==> src/rtl/demux_dispatch_ctrl_if.sv <==
// Bundle between the dispatch controller, its valid/ready source, the demux
// and the two channel consumers. The controller takes the slave side.
interface demux_dispatch_ctrl_if #(
    parameter int DATA_W = 32,
    parameter int CNT_W  = 16
);
    logic [DATA_W-1:0] in_data;
    logic              in_dest;
    logic              in_valid;
    logic              in_ready;
    logic [DATA_W-1:0] dmx_data;
    logic              dmx_sel;
    logic              ch0_stb;
    logic              ch1_stb;
    logic              ch0_ack;
    logic              ch1_ack;
    logic              timeout_err;
    logic [CNT_W-1:0]  sent_cnt0;
    logic [CNT_W-1:0]  sent_cnt1;
    logic [CNT_W-1:0]  drop_cnt;

    modport slave (
        input  in_data, in_dest, in_valid, ch0_ack, ch1_ack,
        output in_ready, dmx_data, dmx_sel, ch0_stb, ch1_stb,
               timeout_err, sent_cnt0, sent_cnt1, drop_cnt
    );

    modport master (
        output in_data, in_dest, in_valid, ch0_ack, ch1_ack,
        input  in_ready, dmx_data, dmx_sel, ch0_stb, ch1_stb,
               timeout_err, sent_cnt0, sent_cnt1, drop_cnt
    );
endinterface

==> src/rtl/demux_dispatch_ctrl.sv <==
// Feeds the two-channel demux one word at a time: settle data/selector, strobe
// the chosen channel until ack or timeout, and keep delivery/drop statistics.
module demux_dispatch_ctrl #(
    parameter int DATA_W      = 32,
    parameter int SETUP_CYC   = 2,
    parameter int TIMEOUT_CYC = 64,
    parameter int CNT_W       = 16
) (
    input  logic                 clk,
    input  logic                 rst_n,
    demux_dispatch_ctrl_if.slave dd_if
);
    localparam logic [1:0] ST_IDLE   = 2'd0;
    localparam logic [1:0] ST_SETUP  = 2'd1;
    localparam logic [1:0] ST_STROBE = 2'd2;

    localparam int              TO_W       = (TIMEOUT_CYC > 1) ? $clog2(TIMEOUT_CYC) : 1;
    localparam logic [3:0]      SETUP_LOAD = 4'(SETUP_CYC - 1);
    localparam logic [TO_W-1:0] TO_LAST    = TO_W'((TIMEOUT_CYC > 0) ? TIMEOUT_CYC - 1 : 0);
    localparam bit              TO_EN      = (TIMEOUT_CYC != 0);

    logic [1:0]        state_q, state_d;
    logic [DATA_W-1:0] data_q, data_d;
    logic              sel_q, sel_d;
    logic              stb0_q, stb0_d;
    logic              stb1_q, stb1_d;
    logic              terr_q, terr_d;
    logic [3:0]        setup_cnt_q, setup_cnt_d;
    logic [TO_W-1:0]   to_cnt_q, to_cnt_d;
    logic [CNT_W-1:0]  sent0_q, sent0_d;
    logic [CNT_W-1:0]  sent1_q, sent1_d;
    logic [CNT_W-1:0]  drop_q, drop_d;
    logic              sel_ack;

    // Only the ack of the channel currently addressed can complete a transfer.
    assign sel_ack = sel_q ? dd_if.ch1_ack : dd_if.ch0_ack;

    always_comb begin
        // NOTE: every next-state signal gets a default first so no path leaves one unassigned (no latches).
        state_d     = state_q;
        data_d      = data_q;
        sel_d       = sel_q;
        stb0_d      = stb0_q;
        stb1_d      = stb1_q;
        terr_d      = 1'b0;
        setup_cnt_d = setup_cnt_q;
        to_cnt_d    = to_cnt_q;
        sent0_d     = sent0_q;
        sent1_d     = sent1_q;
        drop_d      = drop_q;

        case (state_q)
            ST_IDLE: begin
                if (dd_if.in_valid) begin
                    data_d      = dd_if.in_data;
                    sel_d       = dd_if.in_dest;
                    setup_cnt_d = SETUP_LOAD;
                    state_d     = ST_SETUP;
                end
            end
            ST_SETUP: begin
                if (setup_cnt_q != 4'd0) begin
                    setup_cnt_d = setup_cnt_q - 4'd1;
                end else begin
                    stb0_d   = ~sel_q;
                    stb1_d   = sel_q;
                    to_cnt_d = '0;
                    state_d  = ST_STROBE;
                end
            end
            ST_STROBE: begin
                // Ack is tested before the timeout so a coincident ack still delivers.
                if (sel_ack) begin
                    stb0_d  = 1'b0;
                    stb1_d  = 1'b0;
                    state_d = ST_IDLE;
                    if (sel_q) begin
                        if (sent1_q != '1) sent1_d = sent1_q + CNT_W'(1);
                    end else begin
                        if (sent0_q != '1) sent0_d = sent0_q + CNT_W'(1);
                    end
                end else if (TO_EN && (to_cnt_q == TO_LAST)) begin
                    stb0_d  = 1'b0;
                    stb1_d  = 1'b0;
                    terr_d  = 1'b1;
                    state_d = ST_IDLE;
                    if (drop_q != '1) drop_d = drop_q + CNT_W'(1);
                end else begin
                    to_cnt_d = to_cnt_q + TO_W'(1);
                end
            end
            default: begin
                stb0_d  = 1'b0;
                stb1_d  = 1'b0;
                state_d = ST_IDLE;
            end
        endcase
    end

    always_ff @(posedge clk) begin
        // NOTE: state registers use non-blocking assignments so every flop samples pre-edge values.
        if (!rst_n) begin
            state_q     <= ST_IDLE;
            data_q      <= '0;
            sel_q       <= 1'b0;
            stb0_q      <= 1'b0;
            stb1_q      <= 1'b0;
            terr_q      <= 1'b0;
            setup_cnt_q <= '0;
            to_cnt_q    <= '0;
            sent0_q     <= '0;
            sent1_q     <= '0;
            drop_q      <= '0;
        end else begin
            state_q     <= state_d;
            data_q      <= data_d;
            sel_q       <= sel_d;
            stb0_q      <= stb0_d;
            stb1_q      <= stb1_d;
            terr_q      <= terr_d;
            setup_cnt_q <= setup_cnt_d;
            to_cnt_q    <= to_cnt_d;
            sent0_q     <= sent0_d;
            sent1_q     <= sent1_d;
            drop_q      <= drop_d;
        end
    end

    assign dd_if.in_ready    = (state_q == ST_IDLE);
    assign dd_if.dmx_data    = data_q;
    assign dd_if.dmx_sel     = sel_q;
    assign dd_if.ch0_stb     = stb0_q;
    assign dd_if.ch1_stb     = stb1_q;
    assign dd_if.timeout_err = terr_q;
    assign dd_if.sent_cnt0   = sent0_q;
    assign dd_if.sent_cnt1   = sent1_q;
    assign dd_if.drop_cnt    = drop_q;
endmodule

==> src/flat_wrapper.sv <==
// flat-port wrapper written by rule: the top's interface ports become plain ports
module demux_dispatch_ctrl_flat 
#(
    parameter int DATA_W      = 32,
    parameter int SETUP_CYC   = 2,
    parameter int TIMEOUT_CYC = 64,
    parameter int CNT_W       = 16
)
  (clk, rst_n, dd_if_in_data, dd_if_in_dest, dd_if_in_valid, dd_if_ch0_ack, dd_if_ch1_ack, dd_if_in_ready, dd_if_dmx_data, dd_if_dmx_sel, dd_if_ch0_stb, dd_if_ch1_stb, dd_if_timeout_err, dd_if_sent_cnt0, dd_if_sent_cnt1, dd_if_drop_cnt);
  demux_dispatch_ctrl_if #(.DATA_W(DATA_W), .CNT_W(CNT_W)) dd_if_i ();
  input  logic clk;
  input  logic rst_n;
  input wire logic [$bits(dd_if_i.in_data)-1:0] dd_if_in_data;
  input wire logic [$bits(dd_if_i.in_dest)-1:0] dd_if_in_dest;
  input wire logic [$bits(dd_if_i.in_valid)-1:0] dd_if_in_valid;
  input wire logic [$bits(dd_if_i.ch0_ack)-1:0] dd_if_ch0_ack;
  input wire logic [$bits(dd_if_i.ch1_ack)-1:0] dd_if_ch1_ack;
  output wire logic [$bits(dd_if_i.in_ready)-1:0] dd_if_in_ready;
  output wire logic [$bits(dd_if_i.dmx_data)-1:0] dd_if_dmx_data;
  output wire logic [$bits(dd_if_i.dmx_sel)-1:0] dd_if_dmx_sel;
  output wire logic [$bits(dd_if_i.ch0_stb)-1:0] dd_if_ch0_stb;
  output wire logic [$bits(dd_if_i.ch1_stb)-1:0] dd_if_ch1_stb;
  output wire logic [$bits(dd_if_i.timeout_err)-1:0] dd_if_timeout_err;
  output wire logic [$bits(dd_if_i.sent_cnt0)-1:0] dd_if_sent_cnt0;
  output wire logic [$bits(dd_if_i.sent_cnt1)-1:0] dd_if_sent_cnt1;
  output wire logic [$bits(dd_if_i.drop_cnt)-1:0] dd_if_drop_cnt;
  assign dd_if_i.in_data = dd_if_in_data;
  assign dd_if_i.in_dest = dd_if_in_dest;
  assign dd_if_i.in_valid = dd_if_in_valid;
  assign dd_if_i.ch0_ack = dd_if_ch0_ack;
  assign dd_if_i.ch1_ack = dd_if_ch1_ack;
  assign dd_if_in_ready = dd_if_i.in_ready;
  assign dd_if_dmx_data = dd_if_i.dmx_data;
  assign dd_if_dmx_sel = dd_if_i.dmx_sel;
  assign dd_if_ch0_stb = dd_if_i.ch0_stb;
  assign dd_if_ch1_stb = dd_if_i.ch1_stb;
  assign dd_if_timeout_err = dd_if_i.timeout_err;
  assign dd_if_sent_cnt0 = dd_if_i.sent_cnt0;
  assign dd_if_sent_cnt1 = dd_if_i.sent_cnt1;
  assign dd_if_drop_cnt = dd_if_i.drop_cnt;
  demux_dispatch_ctrl #(.DATA_W(DATA_W), .SETUP_CYC(SETUP_CYC), .TIMEOUT_CYC(TIMEOUT_CYC), .CNT_W(CNT_W)) u_core (.clk(clk), .rst_n(rst_n), .dd_if(dd_if_i));
endmodule
==> config.mk <==
export PLATFORM = sky130hd
export DESIGN_NAME = demux_dispatch_ctrl_flat
export DESIGN_NICKNAME = d
export VERILOG_FILES = /design/src/rtl/demux_dispatch_ctrl_if.sv /design/src/rtl/demux_dispatch_ctrl.sv /design/src/flat_wrapper.sv
export SDC_FILE = /design/constraint.sdc
export NUM_CORES = 1
export LEC_CHECK = 0
export CAP_MARGIN = 20
export CORE_ASPECT_RATIO = 2
export CORE_UTILIZATION = 51
export DETAILED_ROUTE_END_ITERATION = 6
export PLACE_DENSITY = 0.83
export REMOVE_ABC_BUFFERS = 1
export SLEW_MARGIN = 40
export SYNTH_ARGS = -nofsm -noshare
export SYNTH_HDL_FRONTEND = slang
export SYNTH_SLANG_ARGS = --single-unit
==> constraint.sdc <==
create_clock -name clk -period 3.9 [get_ports clk]
set_input_delay 0.975 -clock clk [delete_from_list [all_inputs] [get_ports clk]]
set_output_delay 0.975 -clock clk [all_outputs]
set_load 0.1 [all_outputs]
* After elaboration in Yosys (flattened, before gate mapping)
Cells that the tools add are included.
Cells by class: reduce and logical (&&, ||, !) cells 13, muxes and demuxes 20, add/subtract/negate cells 5, bitwise gates (word level) 5, equality and inequality tests 12
Operator list (number):
- adder 16 x 1 -> 16 bit, second input constant | 3
- inequality test 16 bit, second input constant | 3
- two-way mux 6 bit | 3
- AND reduction 4 bit | 4
- one-hot mux 6 bit (2 select lines) | 1
- AND reduction 3 bit | 3
- two-way mux 2 bit | 4
- two-way mux 4 bit | 2
- inequality test 2 bit, second input constant | 4
- one-hot mux 4 bit (2 select lines) | 1
- adder 6 x 1 -> 6 bit, second input constant | 1
- equality test 6 bit, second input constant | 1
- two-way mux 1 bit | 6
- one-hot mux 1 bit (3 select lines) | 2
- one-hot mux 2 bit (3 select lines) | 1
- NOT 1 bit | 5
- nonzero test 2 bit | 2
- nonzero test 4 bit | 1
- subtractor 4 x 1 -> 4 bit, second input constant | 1
- inequality test 3 x 1 -> 1 bit, second input constant | 1
- OR reduction 3 bit | 1
- equality test 2 x 1 -> 1 bit, second input constant | 1
- equality test 2 bit, second input constant | 1
- logical NOT 2 bit | 1
- 2 further kinds | 2
Word-level totals: bits in registers 96, logic and storage cells 66, input port bits 38

* Logic depth before layout (Yosys ltp)
Gate-level depths: netlist (run 1).
depth after elaboration 4, gate-level depth with buffers 8, mapped depth without buffers 7

* Least setup slack after synthesis (run 1)
OpenSTA, ideal clock, no wires.
path type reg2reg, from reg u_core.drop_q[0] (netlist: u_core.dd_if.drop_cnt[0]), to reg u_core.drop_q[15] (netlist: u_core.dd_if.drop_cnt[15]), setup slack 1.189 ns, data arrival time 2.596 ns, data required time 3.785 ns, setup time 0.115 ns, cell stages (with the launch flop) 7, period minus slack after synthesis 2.711 ns, path through dfxtp_1 ha_1 nand4_1 nor4_2 nor4_4 and3_1 o21a_1
On the way: cells in the longest elaborated chain, start to end 2, elaborated cells between the ends (all ways) 3
Ends and longest elaborated chain:
- start: declaration | line demux_dispatch_ctrl.sv:32 | logic [CNT_W-1:0] drop_q, drop_d;
- start signal: assignment | line demux_dispatch_ctrl.sv:125 | drop_q <= drop_d;
- parallel branches: the longest is 2 deep, another holds adder 16 x 1 -> 16 bit
Parallel ways; which one is timed is not known. A chain may end at the register's enable or synchronous reset.

* Worst setup path after layout (run 1)
from in dd_if_ch1_ack, to reg u_core.drop_q[15] (netlist: u_core.dd_if.drop_cnt[15])
On the way: cells in the longest elaborated chain, start to end 3
Ends and longest elaborated chain:
- start: declaration | line flat_wrapper.sv:17 | input wire logic [$bits(dd_if_i.ch1_ack)-1:0] dd_if_ch1_ack;
- two-way mux 1 bit | line demux_dispatch_ctrl.sv:36 | assign sel_ack = sel_q ? dd_if.ch1_ack : dd_if.ch0_ack;
- NOT 1 bit (no line)
- AND reduction 4 bit (no line)
Every way passes these cells.

==> results of run 1 <==
-- worst max-delay path, stage by stage --
cell	delay, ps
clkdlybuf4s50_1	440
mux2i_1	240
or4b_1	750
nor4_4	460
a21oi_1	130
o21a_1	190
-- cells by family (layout without fill, tap and decap cells) --
logic type | count (synthesis) | in the layout
AO/OA/AOI/OAI | 72 | 72
XOR/XNOR | 37 | 37
adder cells (fa/ha/maj) | 6 | 6
buffers and inverters | 31 | 152
flip-flops | 96 | 96
multiplexers | 4 | 4
AND/OR/NAND/NOR | 257 | 257
-- synth_stat cells (all sizes together) (5+ instances only) --
master / instances / area [µm²]
a21oi: 46 / 230.2
nand4: 15 / 93.84
xnor2: 23 / 201.4
nor2: 59 / 221.5
ha: 6 / 75.07
a31oi: 5 / 31.28
nor4: 14 / 108.9
nor3: 13 / 65.06
o21ai: 6 / 30.03
nand2: 94 / 352.8
clkbuf: 19 / 71.32
and3: 6 / 37.54
xor2: 14 / 122.6
inv: 10 / 37.53
nand3: 22 / 110.1
dfxtp: 96 / 1922
-- flip-flops by register name (all words and copies together) (netlist names) --
register,cells
u_core.setup_cnt_q,4
u_core.state_q,2
u_core.dd_if.ch1_stb,1
u_core.to_cnt_q,6
u_core.dd_if.sent_cnt0,16
u_core.dd_if.sent_cnt1,16
u_core.dd_if.timeout_err,1
u_core.dd_if.drop_cnt,16
u_core.dd_if.dmx_data,32
u_core.dd_if.ch0_stb,1
u_core.dd_if.dmx_sel,1
-- path summary, 6_finish.rpt --
path                                                 from                         to  slack, ps
worst min register to register  u_core.dd_if.dmx_data[30]  u_core.dd_if.dmx_data[30]        450
worst max-delay path                        dd_if_ch1_ack  u_core.dd_if.drop_cnt[15]        950
worst min-delay path            u_core.dd_if.dmx_data[30]  u_core.dd_if.dmx_data[30]        450
worst max register to register       u_core.dd_if.dmx_sel  u_core.dd_if.drop_cnt[15]       1470
-- layer usage --
metal,part of all wire [%],global-route usage [%]
met3,4.4,6.294
met1,38,25.18
met2,55,45.68
met5,0,0
met4,2.4,12.40
-- stage by stage --
step | utilization (%) | total power, mW
after global placement | 68.67 | 1.471
after global routing | 67.25 | 2.380
after CTS | 67.06 | 2.311
after floorplan | - | 1.345
after detailed placement | 63.44 | 1.452
final | 67.25 | 2.291
-- area by class of cell --
| cell class | count | area share [%] |
|---|---|---|
| multi-input cells | 376 | 39.75 |
| clock inverters | 4 | 0.8433 |
| well taps | 96 | 2.249 |
| flip-flops and latches | 96 | 35.98 |
| clock buffers | 11 | 4.544 |
| inverters | 10 | 0.7027 |
| repair buffers | 127 | 15.93 |
-- power by group --
group	switching (mW)	internal, mW
Clock	0.354	0.508
Combinational	0.303	0.0930
Sequential	0.0204	1.01
==> metrics.csv, run 1 <==
metric,value,unit
synth_xor_area_share,7.780,%
overflow,0,
synth_edf_count,0,
synth_compound_area_share,9.883,%
rsz0062_at_grt,false,
mostFrequentLayoutCell,dfxtp_1,
fillers,692,
arrival,3190,ps
wl,10170,µm
skew,5.627,ps
maxSlewHeadroom,50.79,%
first_pass_iters,7,
tritoncts,done,
synth_top_family_by_area,simple AND/OR/NAND/NOR gates,
hpwl,7349,µm
multi_input_area,2123,µm²
drc,0,
numCtsBuffers,9,
setup_violations,0,
critPathKind,in2reg,
drive_gt1_share,18.43,%
holdPathStages,2,
root_buffer,clkbuf_16,
grt_max_degree,56,
pwr_density_cell,428.9,nW/µm²
r2r_cells,5,
worst_pin_slew,731.3,ps
synth_flop_cell,dfxtp_1,
required,4140,ps
ctsHoldBuffers,0,
diodes,0,
total_leakage_power,2.202,nW
hold_class,reg2reg,
place_ws,597.4,ps
dp_cells,705,
ys_seq_area_share,46.14,%
gp_congestion,0.8513,
fin_nets,664,
muxShareOfSynthArea,0.9612,%
stdcell_count,720,
final_area,5341,µm²
viasPerCell,5.525,
ys_types,51,
regArea,1922,µm²
ant_nets,0,
async_flop_share,0,%
cts_setup_buffers,0,
cts.sinks,96,
fp.dieH,129.8,µm
end_kind,flop,
peakVddDrop,0.3022,mV
yosysWarnings,0,
drt_iter0_drc,175,
grt_pass1_wl,16760,µm
antenna_found_initial,0,
setup_ws,951.2,ps
finalHoldWorstSlack,449.1,ps
clk_path_buf_depth,2,
die_w,65.90,µm
track_usage,24.91,%
rows,46,
synth_seq_cells,96,
initial_utilization,52.44,%
ctsResizeCount,0,
final_cell_mix,"dfxtp_1, nand2_1, buf_2",
worstPathMaxFanout,15,
setup_tns,0,ps
clock_latency,340,ps
clk_pin_slew,60,ps
period_needed,2949,ps
via_count,3978,
place_area,5039,µm²
die-area,8554,µm²
routedWlPerCell,14.12,µm
fmax,339.1,MHz
io_buffers,122,
h-tree-depth,3,
finalMaxSlewViolations,0,
yosys.area_share.adder,1.802,%
grt_pass1_vias,3857,
syn_area,4165,µm²
maxCapViolCount,0,
core-area,7943,µm²
status,finished clean,
final_hold_viol_count,0,
period_share,75.61,%
ios,123,
avgSynthCellArea,8.281,µm²
worstSetupStartpointType,primary input,
syn-instance-count,503,
yosys.area_share.simple,30.19,%
area_growth,28.24,%
No activity file was read; power rests on OpenSTA's default activity.
==> run 2, diff against run 1 <==
--- a/config.mk
+++ b/config.mk
@@ -7,9 +7,9 @@
 export LEC_CHECK = 0
 export CAP_MARGIN = 20
 export CORE_ASPECT_RATIO = 2
-export CORE_UTILIZATION = 51
+export CORE_UTILIZATION = 47
 export DETAILED_ROUTE_END_ITERATION = 6
-export PLACE_DENSITY = 0.83
+export PLACE_DENSITY = 0.78
 export REMOVE_ABC_BUFFERS = 1
 export SLEW_MARGIN = 40
 export SYNTH_ARGS = -nofsm -noshare
==> constraint.sdc (replaced) <==
create_clock -name clk -period 2.8 [get_ports clk]
set_input_delay 0.7 -clock clk [delete_from_list [all_inputs] [get_ports clk]]
set_output_delay 0.7 -clock clk [all_outputs]
set_load 0.1 [all_outputs]
==> run 2 against run 1 <==
  * Core utilization down 2.0 points
  * Via count up 0.98%
  * Flip-flop and latch count unchanged
  * Clock-buffer cell count did not move
  * Largest cell class unchanged
  * Highest routed layer unchanged
==> metrics.csv, run 2 (synthesis gave the netlist of run 1 again) <==
metric,value,unit
place_area,5341,µm²
setup_tns,0,ps
cp_slowest_cell,or4b_1,
area_growth,34.54,%
peakVddDrop,0.5136,mV
worst_pin_slew,693.9,ps
fmax,405.7,MHz
first_pass_iters,4,
timing.rr.end,u_core.dd_if.drop_cnt[7],
antenna_found_initial,0,
mostFrequentLayoutCell,buf_4,
r2r_setup_slack,570,ps
grt_pass1_vias,3852,
drc,0,
clk_pin_slew,60,ps
io_buffers,122,
diodes,0,
h-tree-depth,3,
end_kind,flop,
crit_chain,clkdlybuf4s50_1 > mux2i_1 > or4b_1 > buf_4 > nor4_1 > xnor2_1 > nor2_1,
period_share,88.03,%
final_area,5604,µm²
core-area,8588,µm²
drt_iter0_drc,184,
ctsHoldBuffers,0,
initial_utilization,48.50,%
rsz0062_at_grt,false,
r2r-start,u_core.dd_if.dmx_sel,
ios,123,
hold_end,u_core.dd_if.dmx_data[25],
die_w,68.57,µm
slowest_delay,560,ps
wl,10220,µm
ctsResizeCount,0,
maxSlewHeadroom,53.63,%
arrival,2690,ps
drive_gt1_share,19.69,%
finalPower,3.134,mW
required,3020,ps
final_cell_mix,"buf_4, dfxtp_1, nand2_1",
critPathBufInv,2,
grt_pass1_wl,16480,µm
clk_path_buf_depth,2,
critPathKind,in2reg,
hp-start,u_core.dd_if.dmx_data[25],
fillers,745,
holdPathStages,2,
grt_max_degree,53,
period_needed,2465,ps
final_hold_viol_count,0,
setup_violations,0,
die-area,9265,µm²
cp_top_family,simple AND/OR/NAND/NOR gates,
fin_nets,676,
gp_congestion,0.8154,
rows,48,
fp.dieH,135.1,µm
via_count,4017,
place_ws,-33.25,ps
r2r_cells,6,
numCtsBuffers,9,
ant_nets,0,
hpwl,7521,µm
skew,6.232,ps
root_buffer,clkbuf_16,
clock_latency,340,ps
viasPerCell,5.465,
cts.sinks,96,
setup_ws,335.1,ps
largest_reg_flops,32,
overflow,0,
track_usage,23.34,%
hold_class,reg2reg,
tritoncts,done,
maxCapViolCount,0,
worstSetupStartpointType,primary input,
routedWlPerCell,13.90,µm
pwr_density_cell,559.2,nW/µm²
cts_setup_buffers,0,
worstPathMaxFanout,6,
status,finished clean,
finalMaxSlewViolations,0,
total_leakage_power,2.219,nW
==> run 2: cell types whose count changed in the layout (fill, tap and decap cells not counted), sizes merged <==
cell      previous run  this run
bufinv               1         0
clkinv               3         1
clkinvlp             0         2
buf                 90       102
==> run 2: worst max-delay path by stage <==
stage	to	depth (start not counted)	slack, ps	from
finish	u_core.dd_if.drop_cnt[7]	7	340	dd_if_ch1_ack
global route	u_core.dd_if.drop_cnt[12]	7	180	dd_if_ch1_ack
CTS	u_core.dd_if.drop_cnt[7]	7	330	dd_if_ch1_ack
detailed placement	u_core.dd_if.drop_cnt[7]	7	-30	dd_if_ch1_ack
global placement	u_core.dd_if.drop_cnt[8]	7	-8	dd_if_ch1_ack
floorplan	u_core.setup_cnt_q[1]	4	-400	u_core.state_q[1]
==> run 2: worst min-delay path: stages (launching register included) <==
cell and delay (ps):
dfxtp_1 310, nand2_1 50, a21oi_1 50
==> run 2: layout make-up <==
type                            instances  area, µm²  share of cell area, %
Clock inverter                          3      20.02                 0.3572
Timing Repair Buffer                  139       1149                  20.50
Clock buffer                           11      242.7                  4.331
Inverter                               10      37.54                 0.6698
Sequential cell                        96       1922                  34.29
Multi-Input combinational cell        376       2108                  37.62
Tap cell                              100      125.1                  2.233
==> run 2: routing by layer <==
| layer | wire length [µm] | GRT usage, % |
|---|---|---|
| met2 | 5656 | 42.37 |
| met1 | 3806 | 23.02 |
| met5 | 0 | 0 |
| met4 | 362 | 14.00 |
| met3 | 395 | 4.377 |
==> run 2: metrics by stage <==
step                      util (%)  hold WS [ps]  std cells
after floorplan                  -         436.8        482
after global placement       62.19         443.4        721
after detailed placement     62.19         446.9        721
after CTS                    65.25         456.0        735
after global routing         65.25         484.8        735
final                        65.25         455.8        735
==> run 2: power breakdown <==
part           internal, mW  switching, mW
Sequential             1.41         0.0303
Combinational         0.157          0.426
Clock                 0.615          0.495
Total                  2.18          0.952
==> edit 1, RTL diff (settings of run 2) <==
`data_q` no longer has a reset.
--- a/src/rtl/demux_dispatch_ctrl.sv
+++ b/src/rtl/demux_dispatch_ctrl.sv
@@ -103,3 +103,2 @@
             state_q     <= ST_IDLE;
-            data_q      <= '0;
             sel_q       <= 1'b0;
@@ -115,3 +114,2 @@
             state_q     <= state_d;
-            data_q      <= data_d;
             sel_q       <= sel_d;
@@ -126,2 +124,6 @@
         end
+    end
+
+    always_ff @(posedge clk) begin
+        data_q <= data_d;
     end
Formal check against the unedited RTL: not equivalent (a bounded check fails within 4 cycles, from zero or initial values and one cycle with rst_n low).
==> edit 1 against run 2 <==
Wire length increased by 0.48%. Die area increased by 0.88%. Highest routed layer unchanged. Final area increased by 2.1%. Register-to-register slack got worse by 0.06 ns. Largest power group unchanged. Setup slack got worse by 0.021 ns. Cell count decreased by 10%. Sequential cell count unchanged. Area after synthesis increased by 0.90%. Total power increased by 11%. Maximum frequency decreased by 0.84%.
==> edit 1: results (changes against run 2) <==
Clock network
  • Root buf cell: clkbuf_16
  • H-tree levels: 3 (unchanged)
  • Sink Count: 96 (unchanged)

Layout
  • ANT cells: 0 (unchanged)
  • Multi-input gate share of total cell area: 32.5% (-5.1 points)
  • Multi-Input Combinational: 303 (-19%)
  • Share of cells above drive strength 1: 21.6% (+1.9 points)
  • P&R area growth vs syn: 36.2%
  • Non-clk bufs: 135 (-2.9%)
  • Sequential cell area share: 39.2% (+4.9 points)
  • ClkCell Share: 6.12% (+1.4 points)
  • Nets: 599 (-11%)
  • Data buffer area share: 19.3% (-1.2 points)
  • Finished Cell Area: 0.00572 mm^2 (+2.1%)
  • Final std cells w/o fill: 660 (-10%)
  • # fillers: 708 (-5.0%)

Power
  • Worst VDD drop: 0.496 mV (-3.5%)
  • Clock power share: 40.9% (+5.5 points)
  • Combinational fraction of design power: 15.5% (-3.1 points)
  • Pleak: 2.06 nW (-7.1%)
  • Total Power: 3.48 mW (+11%)
  • Internal: 2.51 mW (+15%)

Placement
  • Dpl cells: 644 (-11%)
  • Gpl congestion: 0.799 (-2.0%)
  • Dpl cell area: 0.00537 mm^2 (+0.59%)
  • Port bufs: 122 (unchanged)

Worst hold path
  • Hold wc startpoint: u_core.dd_if.ch1_stb
  • Hold EP: u_core.dd_if.ch1_stb

Drt
  • Vias per cell: 5.77 (+5.6%)
  • Final WL: 10.3 mm (+0.48%)
  • Initial DRC Count: 209 (+14%)

Synth
  • Post-synth top cells: dfxtp_1, nand2_1, a21oi_1, edfxtp_1, nand3_1
  • Netlist cell types: 50 (-2.0%)
  • Top-area cell type share of the netlist area: 30.5% (-16 points)
  • Number of synthesized flops with an enable pin: 32 (+32)
  • Sequential area share after synthesis: 53.3% (+7.2 points)
  • Mean post-synth cell area: 9.89 um^2 (+19%)

Global route
  • First-pass GRT wire length: 16.1 mm (-2.1%)
  • GRT Total Usage: 22.8% (-0.53 points)
  • Vias in the first global route: 3573 (-7.2%)
  • Pin count of the biggest net entering global routing: 34 (-36%)

Run status
  • Status: completed

Setup path
  • Crit path max fanout: 29 (+23)
  • R2r endpoint: u_core.dd_if.drop_cnt[4]
  • R2r setup slk: 0.51 ns (-0.06 ns)
  • Worst EP arrival: 2.75 ns (+0.06 ns)
  • Slowest cell on the critical path: or4_1
  • Crit-path max cell delay: 0.52 ns (-0.04 ns)
  • FF-to-FF Start: u_core.to_cnt_q[0]

STA
  • Fin Clk Skew: 0.00664 ns (+0.000406 ns)
  • Least-Margin Pin Slew: 0.815 ns (+0.121 ns)
  • WHS: 0.489 ns (+0.0331 ns)
## edit 1: cell types whose count changed after synthesis, sizes merged, moves of 13 or more
cell,before,now
dfxtp,96,64
xnor2,23,1
nor2,59,11
nand2,94,49
or4,3,18
or3,3,16
edfxtp,0,32
o31ai,1,17
## edit 1: metal layers
| metal | global-route usage [%] | part of all wire (%) | up-vias |
|---|---|---|---|
| li1 | - | - | 1889 |
| met3 | 4.97 | 4.8 | 10 |
| met1 | 24.0 | 36 | 1820 |
| met5 | 0 | 0 | - |
| met4 | 8.84 | 1.3 | 0 |
| met2 | 41.6 | 58 | 89 |
## edit 1: cells by family (layout without fill, tap and decap cells)
group                      count (synthesis)  in the layout  synth area share (%)
and+or+nand+nor                          183            183                  24.3
AOI/OAI and AO/OA                         97             97                  14.1
DFF                                       96             96                  53.3
buffers and inverters                     26            161                  2.35
muxes                                     14             14                  3.42
adders and majority gates                  6              6                  1.79
xor gates and xnor gates                   3              3                 0.625
==> edit 2, RTL diff (config.mk and constraints of run 2) <==
Made on the original files. `TIMEOUT_CYC` is set to 64 in 2 places; all go to 128.
--- a/src/rtl/demux_dispatch_ctrl.sv
+++ b/src/rtl/demux_dispatch_ctrl.sv
@@ -5,3 +5,3 @@
     parameter int SETUP_CYC   = 2,
-    parameter int TIMEOUT_CYC = 64,
+    parameter int TIMEOUT_CYC = 128,
     parameter int CNT_W       = 16
--- a/src/flat_wrapper.sv
+++ b/src/flat_wrapper.sv
@@ -5,3 +5,3 @@
     parameter int SETUP_CYC   = 2,
-    parameter int TIMEOUT_CYC = 64,
+    parameter int TIMEOUT_CYC = 128,
     parameter int CNT_W       = 16
Behaviour: same outputs for any inputs over 10 cycles, from zero or initial values and one cycle with rst_n low; that may be too few to reach the edited logic, so the function may still have changed.
==> edit 2 against run 2 <==
Combinational power rose by 17%. First-iteration DRC count rose by 21%. Sequential cell count rose by 1. Final area rose by 2.0%. Area after synthesis rose by 3.2%. Critical path depth fell by 1. Cell count rose by 0.82%. Total power rose by 4.9%. Wire length rose by 7.3%. Clock skew rose by 0.00051 ns. Register-to-register slack improved by 0.11 ns. Setup slack improved by 0.31 ns. Worst hold slack got worse by 0.0025 ns. Maximum frequency rose by 14%. Critical path type unchanged.
==> edit 2: results (changes against run 2) <==
Run status
  • Status: completed

Worst hold path
  • Hold crit path type: flip-flop to flip-flop
  • Hold wc startpoint: u_core.dd_if.dmx_data[10]
  • Hold EP: u_core.dd_if.dmx_data[10]

Global route
  • GRT Total Usage: 23.8% (+0.49 points)
  • Pin count of the biggest net entering global routing: 36 (-32%)
  • Met1 Resource Use GR: 25.2% (+2.2 points)
  • First-pass GRT wire length: 18.3 mm (+11%)
  • Met2 Use GR: 44.6% (+2.2 points)
  • Met3 usage: 3.66% (-0.72 points)

Drt
  • Initial DRC Count: 222 (+21%)
  • Vias per cell: 5.43 (-0.69%)
  • DR WL met2: 6.00 mm (+6.1%)
  • WL/cell: 14.8 um (+6.4%)
  • Vias: 4022 (+0.12%)
  • Routed wire length on met3: 402 um (+1.8%)
  • Metal1 wirelength: 4.15 mm (+9.1%)

Placement
  • Gpl congestion: 0.837 (+2.7%)
  • Post-DP HPWL: 8.13 mm (+8.1%)
  • Dpl ws: 0.285 ns (+0.318 ns)
  • Dpl cells: 725 (+0.55%)
  • Dpl cell area: 0.00544 mm^2 (+1.9%)

Setup path
  • Worst EP arrival: 2.42 ns (-0.27 ns)
  • Crit path max fanout: 10 (+4)
  • Slowest cell on the critical path: clkdlybuf4s50_1
  • Reg2reg path depth: 7 (+1)
  • Crit-path max cell delay: 0.52 ns (-0.04 ns)
  • R2r setup slk: 0.68 ns (+0.11 ns)

Synth
  • Netlist cell types: 42 (-18%)
  • Post-synth top cells: dfxtp_1, nand2_1, nor2_1, a21oi_1, xnor2_1
  • Sequential area share after synthesis: 45.2% (-0.94 points)
  • Syn Inst Count: 512 (+1.8%)

Layout
  • Nets: 678 (+0.30%)
  • # fillers: 780 (+4.7%)
  • Share of cells above drive strength 1: 19.2% (-0.44 points)

STA
  • Max-slew headroom: 53.9% (+0.31 points)
  • Fin Clk Skew: 0.00674 ns (+0.000512 ns)
  • Final cycle utilization of the critical path: 76.9% (-11 points)

Power
  • Switch Pwr: 1.03 mW (+7.7%)
-- edit 2: final cells by class --
class	count	area [um^2]	share of cell area, %
clock buffer	14	264	4.62
clock inverter	2	12.5	0.219
inverter	4	15.0	0.263
multi-input combinational	389	2230	39.0
sequential	97	1940	34.0
tap	102	128	2.23
timing repair buffer	133	1130	19.7
-- edit 2: cell families (layout without fill, tap and decap cells) --
family / count (synthesis) / count (layout) / synth area share [%]
fa+ha+maj: 6 / 6 / 1.75
simple gates: 275 / 275 / 32.6
xor+xnor: 37 / 37 / 7.54
compound gates: 62 / 62 / 7.80
flops: 97 / 97 / 45.2
buf+inv: 26 / 153 / 2.94
mux: 9 / 9 / 2.13
-- edit 2: power by group through the flow --
stage               clock, mW  sequential, mW  combinational [mW]
finish                   1.13            1.47               0.685
global route             1.22            1.48               0.723
CTS                      1.16            1.47               0.690
detailed placement          0            1.50               0.689
global placement            0            1.50               0.680
floorplan                   0            1.80               0.184
